==> config.mk <==
export PLATFORM = sky130hd
export DESIGN_NAME = sdram_port_arbiter
export DESIGN_NICKNAME = d
export VERILOG_FILES = /design/src/rtl/sdram_port_arbiter.sv
export SDC_FILE = /design/constraint.sdc
export NUM_CORES = 1
export LEC_CHECK = 0
export ABC_AREA = 1
export BUFFER_PORTS_ARGS = -buffer_cell sky130_fd_sc_hd__clkbuf_2
export CAP_MARGIN = 20
export CORE_ASPECT_RATIO = 1.4
export CORE_MARGIN = 3
export CORE_UTILIZATION = 30
export CTS_CLUSTER_SIZE = 10
export DETAILED_ROUTE_END_ITERATION = 8
export PLACE_DENSITY_LB_ADDON = 0.15
export SYNTH_ARGS = -nofsm -noshare
export SYNTH_HDL_FRONTEND = slang
export SYNTH_SLANG_ARGS = --single-unit
export TNS_END_PERCENT = 5
==> constraint.sdc <==
create_clock -name clk -period 2.1 [get_ports clk]
set_clock_uncertainty 0.05 [all_clocks]
set_input_delay 0.105 -clock clk [delete_from_list [all_inputs] [get_ports clk]]
set_output_delay 0.105 -clock clk [all_outputs]
set_load 0.005 [all_outputs]
==> src/rtl/sdram_port_arbiter.sv <==
// ============================================================================
// sdram_port_arbiter: two-requester round-robin front end for SDRAMController,
// with an in-order tag FIFO that steers read data back to its issuer.
// Revision: 1.0
// ============================================================================
`default_nettype none

module sdram_port_arbiter #(
  parameter int AddrWidth = 25,
  parameter int DataWidth = 16,
  parameter int TagDepth  = 4
) (
  input  logic                 clk,
  input  logic                 rst_,
  input  logic                 r0Trigger,
  input  logic [AddrWidth-1:0] r0Addr,
  input  logic                 r0Write,
  input  logic [DataWidth-1:0] r0WriteData,
  output logic                 r0Ready,
  output logic [DataWidth-1:0] r0ReadData,
  output logic                 r0ReadDataValid,
  input  logic                 r1Trigger,
  input  logic [AddrWidth-1:0] r1Addr,
  input  logic                 r1Write,
  input  logic [DataWidth-1:0] r1WriteData,
  output logic                 r1Ready,
  output logic [DataWidth-1:0] r1ReadData,
  output logic                 r1ReadDataValid,
  input  logic                 cmdReady,
  output logic                 cmdTrigger,
  output logic [AddrWidth-1:0] cmdAddr,
  output logic                 cmdWrite,
  output logic [DataWidth-1:0] cmdWriteData,
  input  logic [DataWidth-1:0] cmdReadData,
  input  logic                 cmdReadDataValid,
  output logic                 errUnderflow
);

  localparam int PtrW = $clog2(TagDepth);
  localparam int CntW = $clog2(TagDepth + 1);

  logic                prio;
  logic [TagDepth-1:0] tags;
  logic [PtrW-1:0]     wr_ptr;
  logic [PtrW-1:0]     rd_ptr;
  logic [CntW-1:0]     count;
  logic                underflow_flag;

  logic full, empty, elig0, elig1, grant_valid, grant_id;
  logic accept, push, pop, head_tag;

  // Full is taken from the registered count, so a same-cycle pop cannot unblock a read.
  assign full  = (count == CntW'(TagDepth));
  assign empty = (count == '0);
  assign elig0 = r0Trigger & (r0Write | ~full);
  assign elig1 = r1Trigger & (r1Write | ~full);

  always_comb begin
    grant_valid = 1'b0;
    grant_id    = 1'b0;
    if (elig0 && elig1) begin
      grant_valid = 1'b1;
      grant_id    = prio;
    end else if (elig0) begin
      grant_valid = 1'b1;
      grant_id    = 1'b0;
    end else if (elig1) begin
      grant_valid = 1'b1;
      grant_id    = 1'b1;
    end
  end

  assign cmdTrigger   = rst_ & grant_valid;
  assign cmdAddr      = grant_id ? r1Addr      : r0Addr;
  assign cmdWrite     = grant_id ? r1Write     : r0Write;
  assign cmdWriteData = grant_id ? r1WriteData : r0WriteData;

  assign accept  = cmdTrigger & cmdReady;
  assign r0Ready = accept & ~grant_id;
  assign r1Ready = accept &  grant_id;
  assign push    = accept & ~cmdWrite;

  assign pop             = cmdReadDataValid & ~empty;
  assign head_tag        = tags[rd_ptr];
  assign r0ReadDataValid = rst_ & pop & ~head_tag;
  assign r1ReadDataValid = rst_ & pop &  head_tag;
  assign r0ReadData      = cmdReadData;
  assign r1ReadData      = cmdReadData;
  assign errUnderflow    = underflow_flag;

  always_ff @(posedge clk or negedge rst_) begin
    if (!rst_) begin
      prio           <= 1'b0;
      tags           <= '0;
      wr_ptr         <= '0;
      rd_ptr         <= '0;
      count          <= '0;
      underflow_flag <= 1'b0;
    end else begin
      if (accept) prio <= ~grant_id;
      if (push) begin
        tags[wr_ptr] <= grant_id;
        wr_ptr       <= wr_ptr + PtrW'(1);
      end
      if (pop) rd_ptr <= rd_ptr + PtrW'(1);
      if (push && !pop)      count <= count + CntW'(1);
      else if (pop && !push) count <= count - CntW'(1);
      if (cmdReadDataValid && empty) underflow_flag <= 1'b1;
    end
  end

endmodule

`default_nettype wire
==> results.json, run 1 <==
{
  "fin_ws_ns": -0.0484,
  "required_ns": 2.17,
  "worst-endpoint-arrival_ns": 2.22,
  "final_antenna_net_count": 0,
  "firstDrtPassIters": 4,
  "cts_tree": "built",
  "grt_pass1_wl_mm": 8.11,
  "setup_viol": 1,
  "synth_top_flop_cell": "dfrtp_1",
  "violations": "negative setup slack",
  "worst_setup_path_start_kind": "register",
  "synth.top_cell.area_share_pct": 35.6,
  "slowest_stage": "fa_2",
  "die_x_um": 66.8,
  "die-area_mm2": 0.00608,
  "row_count": 30,
  "syn_area_per_cell_um2": 6.01,
  "syn-instance-count": 258,
  "yosys_warnings": 0,
  "drv_slew": 0,
  "path_class": "register to register",
  "wl_mm": 5.48,
  "drt_iter0_drc": 33,
  "clock-root-buffer": "clkbuf_8",
  "power_density_mw_per_mm2": 820,
  "status": "finished with violations",
  "cpLargestDelayFamily": "simple AND/OR/NAND/NOR gates",
  "cts_buffers": 3,
  "ys_ff_latch": 13,
  "cts.clk_slew.worst_paths_ns": 0.06,
  "fin_crit_sh_pct": 102,
  "portBuffers": 137,
  "crit_fanout": 3,
  "wl_per_cell_um": 12.5,
  "synth_area_leaders": "nand2_1 36%, dfrtp_1 21%, buf_4 16%, ha_1 4.0%, inv_1 3.1%",
  "antenna-diode-count": 0,
  "worstMarginPinSlew_ns": 0.316,
  "insertion_delay_ns": 0.24,
  "critPathBufInv": 2,
  "synth.distinct_cells": 26,
  "syn_to_final_growth_pct": 45.6,
  "hp-class": "primary input to register",
  "antenna_found_initial": 0,
  "pre_cts_slack_ns": -0.0420,
  "critical_path.endpoint_type": "register",
  "final_cell_area_mm2": 0.00226,
  "grt_pass1_vias": 1802,
  "clock_sinks": 13,
  "period_needed_ns": 2.15,
  "slew_headroom_pct": 79.0,
  "async_flop_share_pct": 100,
  "via_per_inst": 4.37,
  "rsz0062_at_grt": "true",
  "slowest_delay_ns": 0.42,
  "synth_edf_count": 0,
  "cp_cell_sequence": "nor2_4 > nand3_2 > nand2_1 > nand2_1 > nand2_2 > nor2_4 > nand2_2 > inv_2 > ha_4 > inv_4 > fa_2 > mux2_4",
  "clk_path_buf_depth": 2,
  "syn_nets": 370,
  "vias": 1913,
  "synth_area_mm2": 0.00155,
  "hold_violations": 0,
  "place_congestion": 0.827,
  "layout_commonest_cell": "nand2_1",
  "ctsHtreeMaxLevel": 1,
  "drcViolationCount": 0,
  "dp_hpwl_mm": 4.59,
  "fmax_mhz": 465,
  "ys_seq_area_share_pct": 21.0,
  "final_cell_mix": "144 x nand2_1, 137 x clkbuf_2, 14 x buf_4, 13 x dfrtp_1, 12 x inv_1",
  "ir_drop_uv": 629,
  "maxCapViolCount": 0,
  "core_area_mm2": 0.00492,
  "grt_use_total_pct": 16.6,
  "placed_cell_area_mm2": 0.00213,
  "drive_gt1_share_pct": 47.3,
  "nNetsFinal": 487,
  "gr-total-overflow": 0,
  "dieHeight_um": 91.1,
  "p_leak_nw": 1.47,
  "yosysTopAreaCell": "nand2_1",
  "ios": 186,
  "grt_max_degree": 45,
  "start_util_pct": 31.6
}
## through the flow
step	setup TNS, ns	hold slack (ns)	util [%]	power (W)	instances
after floorplan	-0.0775	-0.241	-	0.00114	258
after global placement	0	0.0606	43.3	0.00155	429
after detailed placement	-0.0463	0.0574	43.3	0.00157	429
after CTS	-0.0456	0.0864	44.8	0.00183	435
after global routing	-2.08	0.0908	46.0	0.00204	438
final	-0.0484	0.0842	46.0	0.00185	438
## layer usage
metal	track usage (%)	part of all wire [%]	vias to the layer above
met3	3.84	9.9	8
met4	2.88	0.82	0
met5	0	0	-
met1	18.4	39	819
li1	-	-	984
met2	31.4	50	102
## kinds of logic after synthesis
group           share of synthesized area, %
flops                                   21.0
fa+ha+maj                               5.32
simple gates                            45.3
xor+xnor                                1.69
mux                                    0.726
buf+inv                                 23.1
compound gates                          2.82
## path summary, 6_finish.rpt
| kind | startpoint | end | slack [ns] | cells past startpoint |
|---|---|---|---|---|
| worst max-delay path | count[0] | count[1] | -0.05 | 12 |
| worst max register to register | count[0] | count[1] | -0.05 | 12 |
| max in group asynchronous | rst_ | errUnderflow | 1.49 | 3 |
| worst min-delay path | cmdReadDataValid | rd_ptr[0] | 0.08 | 3 |
| min in group asynchronous | rst_ | tags[0] | 0.33 | 3 |
| worst min register to register | errUnderflow | errUnderflow | 0.42 | 1 |
## final cells by class
type | instances | area [µm²]
repair buffers | 154 | 832
multi-input cells | 187 | 915
clock buffers | 4 | 45.0
flip-flops and latches | 13 | 325
well taps | 64 | 80.1
fillers | 536 | 2660
inverters | 16 | 62.6
## worst reg2reg max path, delay by kind of cell (launching register included)
family	cells	cell delay (ns)
AND/OR/NAND/NOR	7	0.62
flip-flops	1	0.40
buffers and inverters	2	0.10
adder cells (fa/ha/maj)	2	0.58
multiplexers	1	0.28
## synthesized netlist by cell type, types with 2 or more instances
cell type / n
nand4_1: 4
nand2_2: 2
buf_2: 8
nand3_1: 6
inv_2: 3
nor2_1: 2
o21ai_0: 2
ha_1: 5
nand2_1: 147
buf_4: 33
inv_1: 13
a21oi_1: 3
xor2_1: 2
nor3_1: 2
nand3_2: 3
dfrtp_1: 13
## power breakdown
group          switching, W  internal [W]  total, W
Sequential         0.000109      0.000370  0.000479
Clock             0.0000946      0.000134  0.000229
Combinational      0.000594      0.000550   0.00114
## state kept, by name (all words and copies together) (netlist names)
| register | flops |
|---|---|
| prio | 1 |
| rd_ptr | 2 |
| count | 3 |
| wr_ptr | 2 |
| tags | 4 |
| errUnderflow | 1 |
## repair_timing
item	4_1_cts	5_1_grt
gates resized for setup	4	6
hold buffers	1	0
setup buffers	1	3
pin swaps	2	5
hold endpoints to repair	13	0
endpoints found under the setup margin	43	43
Note: power is estimated with default switching activity, not from simulation.
==> inputs of run 2 (changes only) <==
--- a/config.mk
+++ b/config.mk
@@ -5,7 +5,6 @@
 export SDC_FILE = /design/constraint.sdc
 export NUM_CORES = 1
 export LEC_CHECK = 0
-export ABC_AREA = 1
 export BUFFER_PORTS_ARGS = -buffer_cell sky130_fd_sc_hd__clkbuf_2
 export CAP_MARGIN = 20
 export CORE_ASPECT_RATIO = 1.4
==> results.json, run 2 <==
{
  "ctsHtreeMaxLevel": 1,
  "synth-simple-area-share_pct": 9.48,
  "ir_drop_uv": 240,
  "largest_reg_flops": 4,
  "critical_path.endpoint_type": "register",
  "yosysMostFrequentCell": "mux2_2",
  "gr-total-overflow": 0,
  "cts_buffers": 3,
  "fin_ws_ns": -0.285,
  "rrSetupSlack_ns": -0.29,
  "wl_met1_mm": 1.88,
  "hp-start": "cmdReadDataValid",
  "start_util_pct": 31.1,
  "min_to": "errUnderflow",
  "fmax_mhz": 419,
  "syn_area_per_cell_um2": 9.98,
  "dp_hpwl_mm": 4.34,
  "r2r-end": "count[1]",
  "ios": 186,
  "antenna_found_initial": 0,
  "syn-instance-count": 152,
  "grt_pass1_wl_mm": 7.79,
  "yosys_warnings": 0,
  "worstMarginPinSlew_ns": 0.253,
  "ys_ff_latch": 13,
  "cts_tree": "built",
  "via_per_inst": 4.57,
  "fin_tns_setup_ns": -8.30,
  "drive_gt1_share_pct": 78.4,
  "required_ns": 2.18,
  "wl_met2_mm": 2.65,
  "final_cell_mix": "137 x clkbuf_2, 29 x mux2_4, 16 x buf_4, 14 x mux2_2, 13 x dfrtp_1",
  "hold_violations": 0,
  "cts.clk_slew.worst_paths_ns": 0.06,
  "utilization_pct": 49.9,
  "rsz0062_at_grt": "true",
  "die_x_um": 66.1,
  "async_flop_share_pct": 100,
  "drt_iter0_drc": 24,
  "syn_to_final_growth_pct": 60.3,
  "synth.top_cell.area_share_pct": 31.9,
  "synth.distinct_cells": 31,
  "firstDrtPassIters": 4,
  "row_count": 30,
  "met3_length_um": 589,
  "antenna-diode-count": 0,
  "whs_path_depth": 2,
  "synth_top_family_by_area": "multiplexers",
  "largest-register": "tags",
  "largest_registers": "tags (4), count (3)",
  "hp-class": "primary input to register",
  "drcViolationCount": 0,
  "crit_fanout": 2,
  "p_leak_nw": 1.36,
  "timing.rr.start": "count[0]",
  "dieHeight_um": 90.2,
  "drv_slew": 0,
  "slowest_delay_ns": 0.41,
  "p_total_w": 0.00200,
  "setup_viol": 44,
  "grt_pass1_vias": 1659,
  "wl_mm": 5.15,
  "synth_compound_gate_area_share_pct": 7.01,
  "ys_seq_area_share_pct": 21.4,
  "fin_crit_sh_pct": 114,
  "insertion_delay_ns": 0.24,
  "worst-endpoint-arrival_ns": 2.47,
  "cp_common_cell": "inv_2",
  "die-area_mm2": 0.00596,
  "synth_mux_area_share_pct": 34.1,
  "top_layer_used": "met4",
  "maxCapViolCount": 0,
  "nNetsFinal": 391,
  "slew_headroom_pct": 83.0,
  "synth_xor_area_share_pct": 3.46,
  "clock-root-buffer": "clkbuf_8",
  "worst_setup_path_start_kind": "register",
  "syn_nets": 264,
  "path_class": "register to register",
  "vias": 1563,
  "portBuffers": 137,
  "status": "finished with violations",
  "core_area_mm2": 0.00488,
  "synth_top_flop_cell": "dfrtp_1",
  "cp_cell_sequence": "or3b_4 > and4b_4 > a211oi_4 > or2b_4 > inv_2 > ha_4 > inv_2 > fa_1 > mux2_4",
  "yosysTopAreaCell": "mux2_2",
  "wl_per_cell_um": 15.1,
  "power_density_mw_per_mm2": 822,
  "slowest_stage": "fa_1",
  "synth_area_leaders": "mux2_2 32%, dfrtp_1 21%, buf_4 17%, ha_1 4.1%, o31ai_1 2.0%",
  "grt_max_degree": 20,
  "clock_sinks": 13,
  "violations": "negative setup slack",
  "ys_top_cells_by_count": "43 x mux2_2, 34 x buf_4, 13 x dfrtp_1",
  "place_congestion": 0.770,
  "clk_path_buf_depth": 2,
  "grt_use_total_pct": 16.4,
  "layout_commonest_cell": "clkbuf_2",
  "synthAdderAreaFrac_pct": 5.44,
  "synth_edf_count": 0,
  "synth_area_mm2": 0.00152,
  "final_antenna_net_count": 0,
  "rr_worst_depth": 9,
  "period_needed_ns": 2.39
}
==> run 2: cell count changes after synthesis, sizes merged, moves of 5 or more <==
| cell | delta |
|---|---|
| buf | -5 |
| inv | -11 |
| mux2 | +43 |
| nand2 | -143 |
| nand3 | -6 |
==> run 2: per-stage QoR <==
stage	hold WS (ns)	std cells	worst slack, ns	instance area (µm²)
after global placement	0.0190	334	-0.243	2190
after CTS	0.0219	342	-0.297	2310
after floorplan	-0.241	152	-0.536	1520
final	0.0234	342	-0.285	2430
after detailed placement	0.0141	334	-0.292	2190
after global routing	0.0331	342	-0.353	2430
==> run 2: how the worst max path moves through the flow <==
| stage | start | end | cells after the start |
|---|---|---|---|
| after floorplan | count[0] | count[1] | 9 |
| after global placement | count[0] | count[1] | 9 |
| after detailed placement | count[1] | count[1] | 9 |
| after CTS | count[0] | cmdAddr[4] | 8 |
| after global routing | count[0] | count[1] | 9 |
| final | count[0] | count[1] | 9 |
==> run 2: logic make-up (layout without fill, tap and decap cells) <==
kind of cell | Yosys count | count (layout)
AND/OR/NAND/NOR | 25 | 25
multiplexers | 45 | 45
XOR/XNOR | 6 | 6
AO/OA/AOI/OAI | 15 | 15
buffers and inverters | 42 | 168
adder cells (fa/ha/maj) | 6 | 6
flip-flops | 13 | 13
==> run 2: power breakdown <==
group          leakage, nW  internal [W]  switching, W  total, W
sequential           0.154      0.000375     0.0000828  0.000458
combinational         1.18      0.000779      0.000534   0.00131
clock               0.0255      0.000131     0.0000972  0.000228
==> run 2: worst max-delay path, delay by kind of cell, from the launching register on <==
family                   cells  cell delay [ns]
AND/OR/NAND/NOR              3             0.76
adder cells (fa/ha/maj)      2             0.56
multiplexers                 1             0.27
flip-flops                   1             0.38
buffers and inverters        2             0.08
AO/OA/AOI/OAI                1             0.17
==> run 2: area by class of cell <==
class                           count  area, µm²
Multi-Input combinational cell     97       1060
Clock inverter                      1       5.00
Fill cell                         513       2450
Timing Repair Buffer              159        898
Tap cell                           64       80.1
Sequential cell                    13        325
Inverter                            5       18.8
Clock buffer                        3       41.3
==> run 2: metal layers <==
layer	global-route usage (%)	vias up
li1	-	750
met1	17.8	703
met2	29.5	104
met3	7.00	6
met4	2.03	0
met5	0	-
==> run 2: timing repair <==
item | CTS | global route
hold buffers | 1 | 0
gates resized for setup | 6 | 36
pin swaps | 1 | 0
endpoints found under the setup margin | 45 | 46
endpoints found under the hold margin | 13 | 0
setup buffers | 2 | 1
gates cloned | 1 | 0
==> inputs of run 3 (changes only) <==
--- a/config.mk
+++ b/config.mk
@@ -7,7 +7,7 @@
 export LEC_CHECK = 0
 export BUFFER_PORTS_ARGS = -buffer_cell sky130_fd_sc_hd__clkbuf_2
 export CAP_MARGIN = 20
-export CORE_ASPECT_RATIO = 1.4
+export CORE_ASPECT_RATIO = 1.2
 export CORE_MARGIN = 3
 export CORE_UTILIZATION = 30
 export CTS_CLUSTER_SIZE = 10
==> results.json, run 3 (synthesis results as in run 2) <==
{
  "worst_setup_path_start_kind": "register",
  "clock-root-buffer": "clkbuf_8",
  "dieHeight_um": 83.9,
  "critical_path.endpoint_type": "register",
  "grt_max_degree": 18,
  "fin_tns_setup_ns": -8.06,
  "fin_ws_ns": -0.284,
  "rsz0062_at_grt": "true",
  "status": "finished with violations",
  "wl_per_cell_um": 16.0,
  "place_congestion": 0.771,
  "largest_reg_flops": 4,
  "maxCapViolCount": 0,
  "dp_hpwl_mm": 4.40,
  "grt_use_total_pct": 18.0,
  "grt_pass1_wl_mm": 8.64,
  "slew_headroom_pct": 80.9,
  "core_area_mm2": 0.00473,
  "cts_tree": "built",
  "drt_iter0_drc": 41,
  "antenna_found_initial": 0,
  "hp-class": "primary input to register",
  "final_cell_mix": "137 x clkbuf_2, 33 x mux2_4, 17 x buf_4, 13 x dfrtp_1, 10 x mux2_2",
  "firstDrtPassIters": 4,
  "fin_crit_sh_pct": 114,
  "ctsHtreeMaxLevel": 1,
  "violations": "negative setup slack",
  "pre_cts_slack_ns": -0.317,
  "fmax_mhz": 420,
  "drcViolationCount": 0,
  "drive_gt1_share_pct": 78.4,
  "p_leak_nw": 1.41,
  "n_fill_cell": 460,
  "row_count": 27,
  "grt_pass1_vias": 1691,
  "clk_path_buf_depth": 2,
  "gr-total-overflow": 0,
  "nNetsFinal": 395,
  "portBuffers": 137,
  "final_antenna_net_count": 0,
  "largest-register": "tags",
  "period_needed_ns": 2.38,
  "crit_fanout": 2,
  "required_ns": 2.18,
  "ios": 186,
  "layout.cells.non_filler": 340,
  "wl_mm": 5.44,
  "drv_slew": 0,
  "die_x_um": 70.9,
  "path_class": "register to register",
  "cts.clk_slew.worst_paths_ns": 0.06,
  "start_util_pct": 32.1,
  "vias": 1601,
  "die-area_mm2": 0.00595,
  "syn_to_final_growth_pct": 64.2,
  "insertion_delay_ns": 0.24,
  "largest_registers": "tags (4), count (3)",
  "worst-endpoint-arrival_ns": 2.46,
  "power_density_mw_per_mm2": 838,
  "worstMarginPinSlew_ns": 0.286,
  "layout_commonest_cell": "clkbuf_2",
  "hold_violations": 0,
  "clock_sinks": 13,
  "setup_viol": 43,
  "cts_buffers": 3,
  "via_per_inst": 4.71,
  "ir_drop_uv": 271,
  "dp.cells": 329,
  "antenna-diode-count": 0
}
==> run 3: changes by cell type in the layout (fill, tap and decap cells not counted) <==
cell	previous run	this run
fa_2	0	1
mux2_4	29	33
buf_4	16	17
nor2_2	1	0
nor2_1	3	4
nor4b_2	2	1
buf_6	2	4
fa_1	1	0
nor4b_1	0	1
buf_16	0	1
mux2_2	14	10
==> run 3: where the power goes <==
group          switching [W]  leakage, nW  internal (W)
clock network      0.0000946       0.0255      0.000131
registers          0.0000871        0.154      0.000375
logic               0.000549         1.23      0.000852
==> run 3: stage by stage <==
step | power [W] | instance area [µm²] | hold WS [ns] | util, %
6_report | 0.00209 | 2490 | 0.0304 | 52.7
4_1_cts | 0.00205 | 2450 | 0.0280 | 51.7
5_1_grt | 0.00227 | 2490 | 0.0502 | 52.7
3_5_place_dp | 0.00163 | 2200 | 0.0740 | 46.6
3_3_place_gp | 0.00161 | 2200 | 0.0693 | 46.6
2_1_floorplan | 0.00115 | 1520 | -0.241 | -
==> run 3: area by class of cell <==
| class | instances | area [µm²] | area share (%) |
|---|---|---|---|
| multi-input combinational | 97 | 1070 | 43.1 |
| timing repair buffer | 163 | 956 | 38.4 |
| sequential | 13 | 325 | 13.1 |
| tap | 58 | 72.6 | 2.91 |
| clock buffer | 3 | 41.3 | 1.66 |
| inverter | 5 | 18.8 | 0.753 |
| clock inverter | 1 | 5.00 | 0.201 |
==> run 3: timing repair <==
item | in CTS | in global routing
hold endpoints to repair | 13 | 0
buffers inserted | 6 | 0
gates cloned | 1 | 0
resized for setup | 33 | 11
endpoints found under the setup margin | 46 | 46
hold buffers | 1 | 0
pin swaps | 2 | 4
==> run 3: critical path, stage by stage (launching register included) <==
cell      delay, ns
dfrtp_1        0.37
or3b_4         0.40
and4b_4        0.20
a211oi_4       0.16
or2b_4         0.16
inv_2          0.04
ha_4           0.15
inv_2          0.05
fa_2           0.42
mux2_4         0.28
==> run 3: final timing paths <==
path | cells after the start | from | slack [ns] | to
min reg2reg | 1 | errUnderflow | 0.42 | errUnderflow
max reg2reg | 9 | count[0] | -0.28 | count[1]
max | 9 | count[0] | -0.28 | count[1]
max in group asynchronous | 3 | rst_ | 1.47 | count[0]
min | 2 | cmdReadDataValid | 0.03 | errUnderflow
min in group asynchronous | 3 | rst_ | 0.35 | tags[0]
==> run 3: routing by layer <==
layer,share of wire (%),track usage [%]
met5,0,0
met2,53,32.7
met1,35,19.1
met3,9.9,6.51
met4,1.9,4.96
